==> config.mk <==
export PLATFORM = sky130hd
export DESIGN_NAME = led_pattern_counter
export DESIGN_NICKNAME = d
export VERILOG_FILES = /design/src/rtl/led_pattern_counter.sv
export SDC_FILE = /design/constraint.sdc
export NUM_CORES = 1
export LEC_CHECK = 0
export BUFFER_PORTS_ARGS = -buffer_cell sky130_fd_sc_hd__buf_2
export CAP_MARGIN = 30
export CORE_MARGIN = 4
export CORE_UTILIZATION = 30
export DETAILED_ROUTE_END_ITERATION = 10
export PLACE_DENSITY = 0.44
export SETUP_SLACK_MARGIN = 0.1
export SLEW_MARGIN = 20
export SYNTH_ARGS = -nofsm -noshare
export SYNTH_HDL_FRONTEND = slang
export SYNTH_SLANG_ARGS = --single-unit
==> constraint.sdc <==
create_clock -name clk -period 6.3 [get_ports clk]
set_clock_uncertainty 0.05 [all_clocks]
set_input_delay 0.945 -clock clk [delete_from_list [all_inputs] [get_ports clk]]
set_output_delay 0.945 -clock clk [all_outputs]
set_load 0.05 [all_outputs]
==> src/rtl/led_pattern_counter.sv <==
// LED pattern counter.
// Two debounced push-buttons (mode, pause) drive a stepping pattern shown on
// a row of LEDs. A prescaler produces a step strobe every CLK_DIV cycles.
// The pattern is a binary up count, a binary down count, a Gray count, or a
// single lit LED bouncing end to end. Each button is synchronised with two
// flops and then debounced before its press event is used.

// Button conditioner: 2-FF synchronizer followed by a counting debouncer.
// press is high for exactly one cycle, on the edge where the debounced level
// falls from released (1) to pressed (0). Releases produce no event.
module led_pattern_debounce #(
    parameter int DEBOUNCE_CYCLES = 270000
) (
    input  logic clk,
    input  logic rst_n,
    input  logic raw,
    output logic press
);

    localparam int CNT_W = (DEBOUNCE_CYCLES > 1) ? $clog2(DEBOUNCE_CYCLES) : 1;
    localparam logic [CNT_W-1:0] CNT_LAST = CNT_W'(DEBOUNCE_CYCLES - 1);

    logic             sync_1;
    logic             sync_2;
    logic             level;
    logic [CNT_W-1:0] count;
    logic             accept;

    // Bring the asynchronous button into the clk domain.
    // NOTE: every flop, synchronizer included, is cleared by the synchronous
    // reset so a released (high) button is seen right after reset and no
    // spurious edge is debounced.
    always_ff @(posedge clk) begin
        if (!rst_n) begin
            sync_1 <= 1'b1;
            sync_2 <= 1'b1;
        end else begin
            // NOTE: non-blocking assignments make sync_2 take the old sync_1,
            // giving a true two-stage chain regardless of statement order.
            sync_1 <= raw;
            sync_2 <= sync_1;
        end
    end

    // The synchronized level has differed for DEBOUNCE_CYCLES cycles in a row.
    assign accept = (sync_2 != level) && (count == CNT_LAST);
    // Only the released-to-pressed transition is an event.
    assign press  = accept && level;

    // Count consecutive disagreeing cycles; any agreeing cycle restarts it.
    always_ff @(posedge clk) begin
        if (!rst_n) begin
            level <= 1'b1;
            count <= '0;
        end else if (sync_2 == level) begin
            count <= '0;
        end else if (accept) begin
            level <= sync_2;
            count <= '0;
        end else begin
            count <= count + CNT_W'(1);
        end
    end

endmodule

// Top level: prescaler, pattern state, mode/pause control and LED register.
module led_pattern_counter #(
    parameter int WIDTH           = 6,
    parameter int CLK_DIV         = 13500000,
    parameter int DEBOUNCE_CYCLES = 270000,
    parameter bit LED_ACTIVE_LOW  = 1'b1
) (
    input  logic             clk,
    input  logic             rst_n,
    input  logic             mode_btn,
    input  logic             pause_btn,
    output logic [WIDTH-1:0] led,
    output logic             tick,
    output logic [1:0]       mode
);

    localparam int PRESC_W = $clog2(CLK_DIV);
    localparam int POS_W   = $clog2(WIDTH);

    localparam logic [PRESC_W-1:0] PRESC_LAST = PRESC_W'(CLK_DIV - 1);
    localparam logic [POS_W-1:0]   POS_LAST   = POS_W'(WIDTH - 1);
    localparam logic [WIDTH-1:0]   LED_OFF    = LED_ACTIVE_LOW ? '1 : '0;

    typedef enum logic [1:0] {
        MODE_UP     = 2'd0,
        MODE_DOWN   = 2'd1,
        MODE_GRAY   = 2'd2,
        MODE_BOUNCE = 2'd3
    } mode_t;

    mode_t              mode_q;
    logic               paused;
    logic [PRESC_W-1:0] presc;
    logic [WIDTH-1:0]   value;
    logic [POS_W-1:0]   pos;
    logic               dir_down;

    logic               mode_press;
    logic               pause_press;
    logic               wrap;
    logic               step;
    logic [POS_W-1:0]   pos_next;
    logic [WIDTH-1:0]   pattern;

    led_pattern_debounce #(
        .DEBOUNCE_CYCLES(DEBOUNCE_CYCLES)
    ) u_mode_debounce (
        .clk  (clk),
        .rst_n(rst_n),
        .raw  (mode_btn),
        .press(mode_press)
    );

    led_pattern_debounce #(
        .DEBOUNCE_CYCLES(DEBOUNCE_CYCLES)
    ) u_pause_debounce (
        .clk  (clk),
        .rst_n(rst_n),
        .raw  (pause_btn),
        .press(pause_press)
    );

    // A step is due when the running prescaler wraps; a mode press in the
    // same cycle takes priority and swallows the step.
    assign wrap = !paused && (presc == PRESC_LAST);
    assign step = wrap && !mode_press;

    // Prescaler and registered step strobe; frozen while paused.
    always_ff @(posedge clk) begin
        if (!rst_n) begin
            presc <= '0;
            tick  <= 1'b0;
        end else begin
            tick <= step;
            if (mode_press || wrap) begin
                presc <= '0;
            end else if (!paused) begin
                presc <= presc + PRESC_W'(1);
            end
        end
    end

    // Mode advance and pause toggle; both presses may land in one cycle.
    always_ff @(posedge clk) begin
        if (!rst_n) begin
            mode_q <= MODE_UP;
            paused <= 1'b0;
        end else begin
            if (mode_press) begin
                mode_q <= mode_t'(mode_q + 2'd1);
            end
            if (pause_press) begin
                paused <= !paused;
            end
        end
    end

    // Next bounce position in the current direction.
    always_comb begin
        pos_next = dir_down ? (pos - POS_W'(1)) : (pos + POS_W'(1));
    end

    // Pattern state: counter value for the counting modes, position and
    // direction for bounce. A mode press restarts everything from zero.
    always_ff @(posedge clk) begin
        if (!rst_n || mode_press) begin
            value    <= '0;
            pos      <= '0;
            dir_down <= 1'b0;
        end else if (step) begin
            unique case (mode_q)
                MODE_UP,
                MODE_GRAY:   value <= value + WIDTH'(1);
                MODE_DOWN:   value <= value - WIDTH'(1);
                MODE_BOUNCE: begin
                    pos <= pos_next;
                    // Turn around on reaching either end so each end is
                    // shown once per sweep.
                    if (pos_next == POS_LAST) begin
                        dir_down <= 1'b1;
                    end else if (pos_next == '0) begin
                        dir_down <= 1'b0;
                    end
                end
            endcase
        end
    end

    // Decode the displayed pattern from the current state.
    always_comb begin
        // NOTE: a default before the case guarantees pattern is assigned on
        // every path, so no latch can be inferred.
        pattern = '0;
        unique case (mode_q)
            MODE_UP,
            MODE_DOWN:   pattern = value;
            MODE_GRAY:   pattern = value ^ (value >> 1);
            MODE_BOUNCE: pattern = WIDTH'(1) << pos;
        endcase
    end

    // LED drive register: one cycle behind the pattern state, dark in reset.
    always_ff @(posedge clk) begin
        if (!rst_n) begin
            led <= LED_OFF;
        end else begin
            led <= LED_ACTIVE_LOW ? ~pattern : pattern;
        end
    end

    assign mode = mode_q;

endmodule

### After elaboration in Yosys (flattened, before gate mapping)

Cells that the tools add are included.

* output and inout bits: 9
* bits in registers: 88

* reduce and logical (&&, ||, !) cells: 25
* shift-type cells: 1
* add/sub/neg operators: 8
* equality and inequality tests: 11
* multiplexer cells: 5
* bitwise operators: 5

Operators by type and width (number)
* 19-bit by 1-bit adder with 19-bit output (second input constant): 2
* 19-bit equality test (second input constant): 2
* 24-bit by 1-bit adder with 24-bit output (second input constant): 1
* 24-bit equality test (second input constant): 1
* 6-bit case mux with 3 select lines: 1
* 6-bit case mux with 2 select lines: 1
* 2-bit AND reduction: 4
* 6-bit by 1-bit adder with 6-bit output (second input constant): 1
* 1-bit logical AND: 6
* 6-bit inverter: 1
* 2-bit OR reduction: 3
* 3-bit OR reduction: 2
* 1-bit by 3-bit << shifter with 6-bit output (first input constant): 1
* 6-bit by 1-bit subtractor with 6-bit output (second input constant): 1
* 6-bit by 5-bit XOR with 6-bit output: 1
* 2-bit equality test (second input constant): 2
* 2-bit nonzero test: 2
* 3-bit by 1-bit adder with 3-bit output (second input constant): 1
* 3-bit equality test (second input constant): 1
* 1-bit logical NOT: 3
* 3-bit logical NOT: 1
* 3-bit two-way mux: 1
* 1-bit inverter: 3
* 3-bit AND reduction: 1
* other kinds (8): 12

### Logic depth before layout (Yosys ltp)

* depth after elaboration: 6
* depth in mapped cells: 9

### By module

A second synthesis with hierarchy kept.

* cells, all modules: 502
* area total of the unflattened synthesis: 4361.7 um^2

Modules (own cells, without submodules)
* led_pattern_counter: seq. area each 880.8 um^2, times used 1, cells each 278, area an instance 2402.3 um^2
* led_pattern_debounce: seq. area each 440.4 um^2, times used 2, cells each 112, area an instance 979.7 um^2

### Worst setup path before layout

OpenSTA, ideal clock, no wires.

* path type: register -> register
* from: register mode_q[1] (netlist: mode[1])
* to: register value[5]
* cell stages (with the launch flop): 9
* data arrival time: 2.401 ns
* path buffers: 0
* path slack: 3.777 ns
* data required time: 6.178 ns
* clock period less this slack: 2.523 ns
* cell sequence: dfxtp_1 > inv_1 > ha_1 > ha_1 > a211o_1 > a2111oi_0 > a41oi_1 > a31oi_1 > mux2i_1

* cells in the longest elaborated chain, start to end: 4
* elaborated cells on any way between the ends: 7
* those cells by class: eq/ne: 2; mux: 1; reduce/logical: 4

Ends and longest elaborated chain
* from (decl): RTL line 97 `mode_t mode_q;`
* from (signal assigned): RTL line 156 `mode_q <= mode_t'(mode_q + 2'd1);`
* 2-bit equality test or 2-bit logical NOT (tied branches): RTL line 177 `unique case (mode_q)`
* 2-bit OR reduction: RTL line 177
* 2-bit nonzero test (no line)
* 2-bit AND reduction (no line)
* to (signal assigned): RTL line 179 `MODE_GRAY: value <= value + WIDTH'(1);`
* to (signal assigned): RTL line 180 `MODE_DOWN: value <= value - WIDTH'(1);`
* to (decl): RTL line 100 `logic [WIDTH-1:0] value;`

Parallel ways exist; a longest one is shown, timed or not.
A chain may end at the register's enable or synchronous reset.

### Worst setup path in the final report

* from: register u_mode_debounce.count[0]
* to: register presc[19]

* cells in the longest elaborated chain, start to end: 5

Ends and longest elaborated chain
* from (decl): RTL line 26 `logic [CNT_W-1:0] count;`
* from (signal assigned): RTL line 61 `count <= count + CNT_W'(1);`
* 19-bit equality test: RTL line 46 `assign accept = (sync_2 != level) && (count == CNT_LAST);`
* 1-bit logical AND: RTL line 46
* 1-bit logical AND: RTL line 48 `assign press = accept && level;`
* 1-bit logical OR: RTL line 141 `if (mode_press || wrap) begin`
* 2-bit OR reduction (no line)
* to (signal assigned): RTL line 144 `presc <= presc + PRESC_W'(1);`
* to (decl): RTL line 99 `logic [PRESC_W-1:0] presc;`

Every way passes these cells.

==> out/metrics.yaml <==
finalSetupViolCount: 0
fin_tns_setup_ns: 0
ys_types: 50
maxCapViolations: 0
fin_total_pwr_mw: 1.10
seq_area_um2: 1760
grt_max_degree: 24
place_hpwl_mm: 5.67
syn_to_final_growth_pct: 12.4
grt_usage: 0.108
cts-resized-gates: 0
stdcell_count: 658
hp-class: "flop to flop"
synth_fa_ha_area_frac: 0.0517
endpoint_kind: "flop"
synthArstFlopShare: 0
drt-initial-drc-count: 175
arrival_ns: 2.71
synth_edf_count: 0
core_um2: 13400
fp.dieArea_um2: 15800
ios: 13
wirelength_mm: 8.23
rsz0062_at_grt: "no"
status: "complete, no violations"
port_buffers: 12
clock-sinks: 88
layout_common_cells: "dfxtp_1, nor2_1, xor2_1"
seq_power_share: 0.509
crit_type: "flop to flop"
start_util: 0.310
final_cell_area_um2: 4680
hold_viol_final: 0
seq_area_frac_synth: 0.423
synth_compound_area_frac: 0.0592
clk_pin_slew_ns: 0.07
leakage_nw: 1.62
required_ns: 6.46
antenna_cells: 0
num_rows: 42
die_x_um: 126
power_density_nw_per_um2: 236
netlist_instances: 465
place_congestion: 0.768
synth_area_um2: 4160
synth_top_family_by_area: "simple AND/OR/NAND/NOR gates"
clock-root-buffer: "clkbuf_16"
report.final.slew_viol_count: 0
tritoncts: "done"
num_vias: 3092
antenna_found_initial: 0
die_y_um: 126
synth_nets: 485
synthMuxAreaShare: 0.0229
cts-buffers-inserted: 9
synth_xor_area_frac: 0.139
grt_pass1_vias: 2949
rrSetupSlack_ns: 3.75
placed_cell_area_um2: 4390
hold_depth: 1
fillers: 1433
start_kind: "flop"
finalNetCount: 497
fin_crit_ns: 2.55
clockBufferDepth: 2
yosysWarnings: 0
multi_input_area_um2: 2270
yosys.area_share.simple: 0.274
min-delay-start: "u_mode_debounce.sync_1"
worstRegToRegCells: 6
ctsHoldBuffers: 0
drc: 0
swShare: 0.238
syn_area_per_cell_um2: 8.95
min_to: "u_mode_debounce.sync_2"
drive_gt1_frac: 0.0705
worstMarginPinSlew_ns: 0.848
p_clk_frac: 0.478
final_common_cell: "dfxtp_1"
ys.flop_type: "dfxtp_1"
comb_power_share: 0.013
p_switching_mw: 0.263
overflow: 0
wl_per_cell_um: 12.5
clk_latency_ns: 0.35
htree_levels: 3
ir_drop_mv: 0.113
placed_cells: 642
drt_pass1_iterations: 4
p_int_mw: 0.841
drt.antenna.violating_nets: 0
r2r-end: "presc[19]"
synth-seq-cells: 88
min_period_over_period: 0.405
slew_headroom: 0.431
path_max_fanout: 23
drt-vias-per-instance: 4.70
post_cts_buffers: 0
r2r-start: "u_mode_debounce.count[0]"
fmax_ghz: 0.392
grt_pass1_wl_mm: 14.0
critical path: stages, from the launching register on:
cell and delay [ns]:
dfxtp_1 0.39, ha_1 0.24, nand4_2 0.15, or4b_4 0.59
o21a_1 0.27, nand2_1 0.60, nor2_1 0.11
layer usage:
metal | share of wire | up-vias | track usage | wire length, µm
met4 | 0.018 | 0 | 0.0416 | 146
met5 | 0 | - | 0 | 0
met1 | 0.52 | 1418 | 0.144 | 4260
met2 | 0.43 | 38 | 0.161 | 3550
li1 | - | 1628 | - | -
met3 | 0.033 | 8 | 0.0351 | 274
power groups by stage:
stage	Sequential [mW]	Clock, mW	Combinational [mW]
2_1_floorplan	0.574	0	0.0113
3_3_place_gp	0.575	0	0.0150
3_5_place_dp	0.575	0	0.0153
4_1_cts	0.562	0.549	0.0153
5_1_grt	0.562	0.568	0.0173
6_report	0.562	0.527	0.0147
sequential cells by signal, indices dropped and copies added (netlist names), 2 cells and up:
name / flops
presc: 24
u_mode_debounce.count: 19
u_pause_debounce.count: 19
led: 6
value: 6
pos: 3
mode: 2
cell type report:
type / count / area share
well taps: 176 / 0.0471
multi-input cells: 347 / 0.486
repair buffers: 12 / 0.0128
clock buffers: 9 / 0.0482
flip-flops and latches: 88 / 0.377
inverters: 19 / 0.0153
clock inverters: 7 / 0.0134
metrics by stage:
stage	hold slack (ns)	utilization	setup slack, ns
final	0.360	0.349	3.75
after global routing	0.392	0.349	3.50
after CTS	0.368	0.349	3.70
after detailed placement	0.351	0.327	3.70
after global placement	0.349	0.327	3.78
after floorplan	0.336	-	3.78
synth_stat cells, types with 2 or more instances:
library cell   n  share of area
or4bb_1        3         0.0081
clkbuf_1       7         0.0063
and2_1         3         0.0045
o21ai_0        4         0.0048
nand2_1       29          0.026
nor4_1         5         0.0075
nand4b_1       4         0.0084
a21oi_1       14          0.017
dfxtp_1       88           0.42
mux2i_1        8          0.019
xnor2_1       27          0.057
nor4b_1        2         0.0042
and3_1        12          0.018
xor2_1        39          0.082
ha_1          14          0.042
inv_1         19          0.017
nor2b_1        4         0.0060
fa_1           2         0.0096
and4_1         6          0.013
nand4_1       18          0.027
nand3b_1       2         0.0036
buf_2          3         0.0036
o21a_1         2         0.0036
a31oi_1        3         0.0045
nor2_1        80          0.072
nor3_1        15          0.018
nand2b_1       5         0.0075
nor4bb_1       3         0.0072
nand3_1       23          0.028
logic make-up (layout without fill, tap and decap cells):
| group | after synthesis | in the layout |
|---|---|---|
| XOR/XNOR | 66 | 66 |
| flip-flops | 88 | 88 |
| buffers and inverters | 30 | 47 |
| AND/OR/NAND/NOR | 220 | 220 |
| adder cells (fa/ha/maj) | 16 | 16 |
| multiplexers | 9 | 9 |
| AO/OA/AOI/OAI | 36 | 36 |
worst max-delay path by stage:
stage / startpoint / end / slack (ns) / cells past startpoint
after detailed placement: u_mode_debounce.count[0] / presc[14] / 3.70 / 6
after global placement: u_mode_debounce.count[0] / presc[2] / 3.78 / 6
after CTS: u_mode_debounce.count[0] / presc[19] / 3.70 / 6
after global routing: u_mode_debounce.count[0] / presc[23] / 3.50 / 6
after floorplan: mode[1] / value[5] / 3.78 / 8
final: u_mode_debounce.count[0] / presc[19] / 3.75 / 6
(Power assumes the default switching activity.)
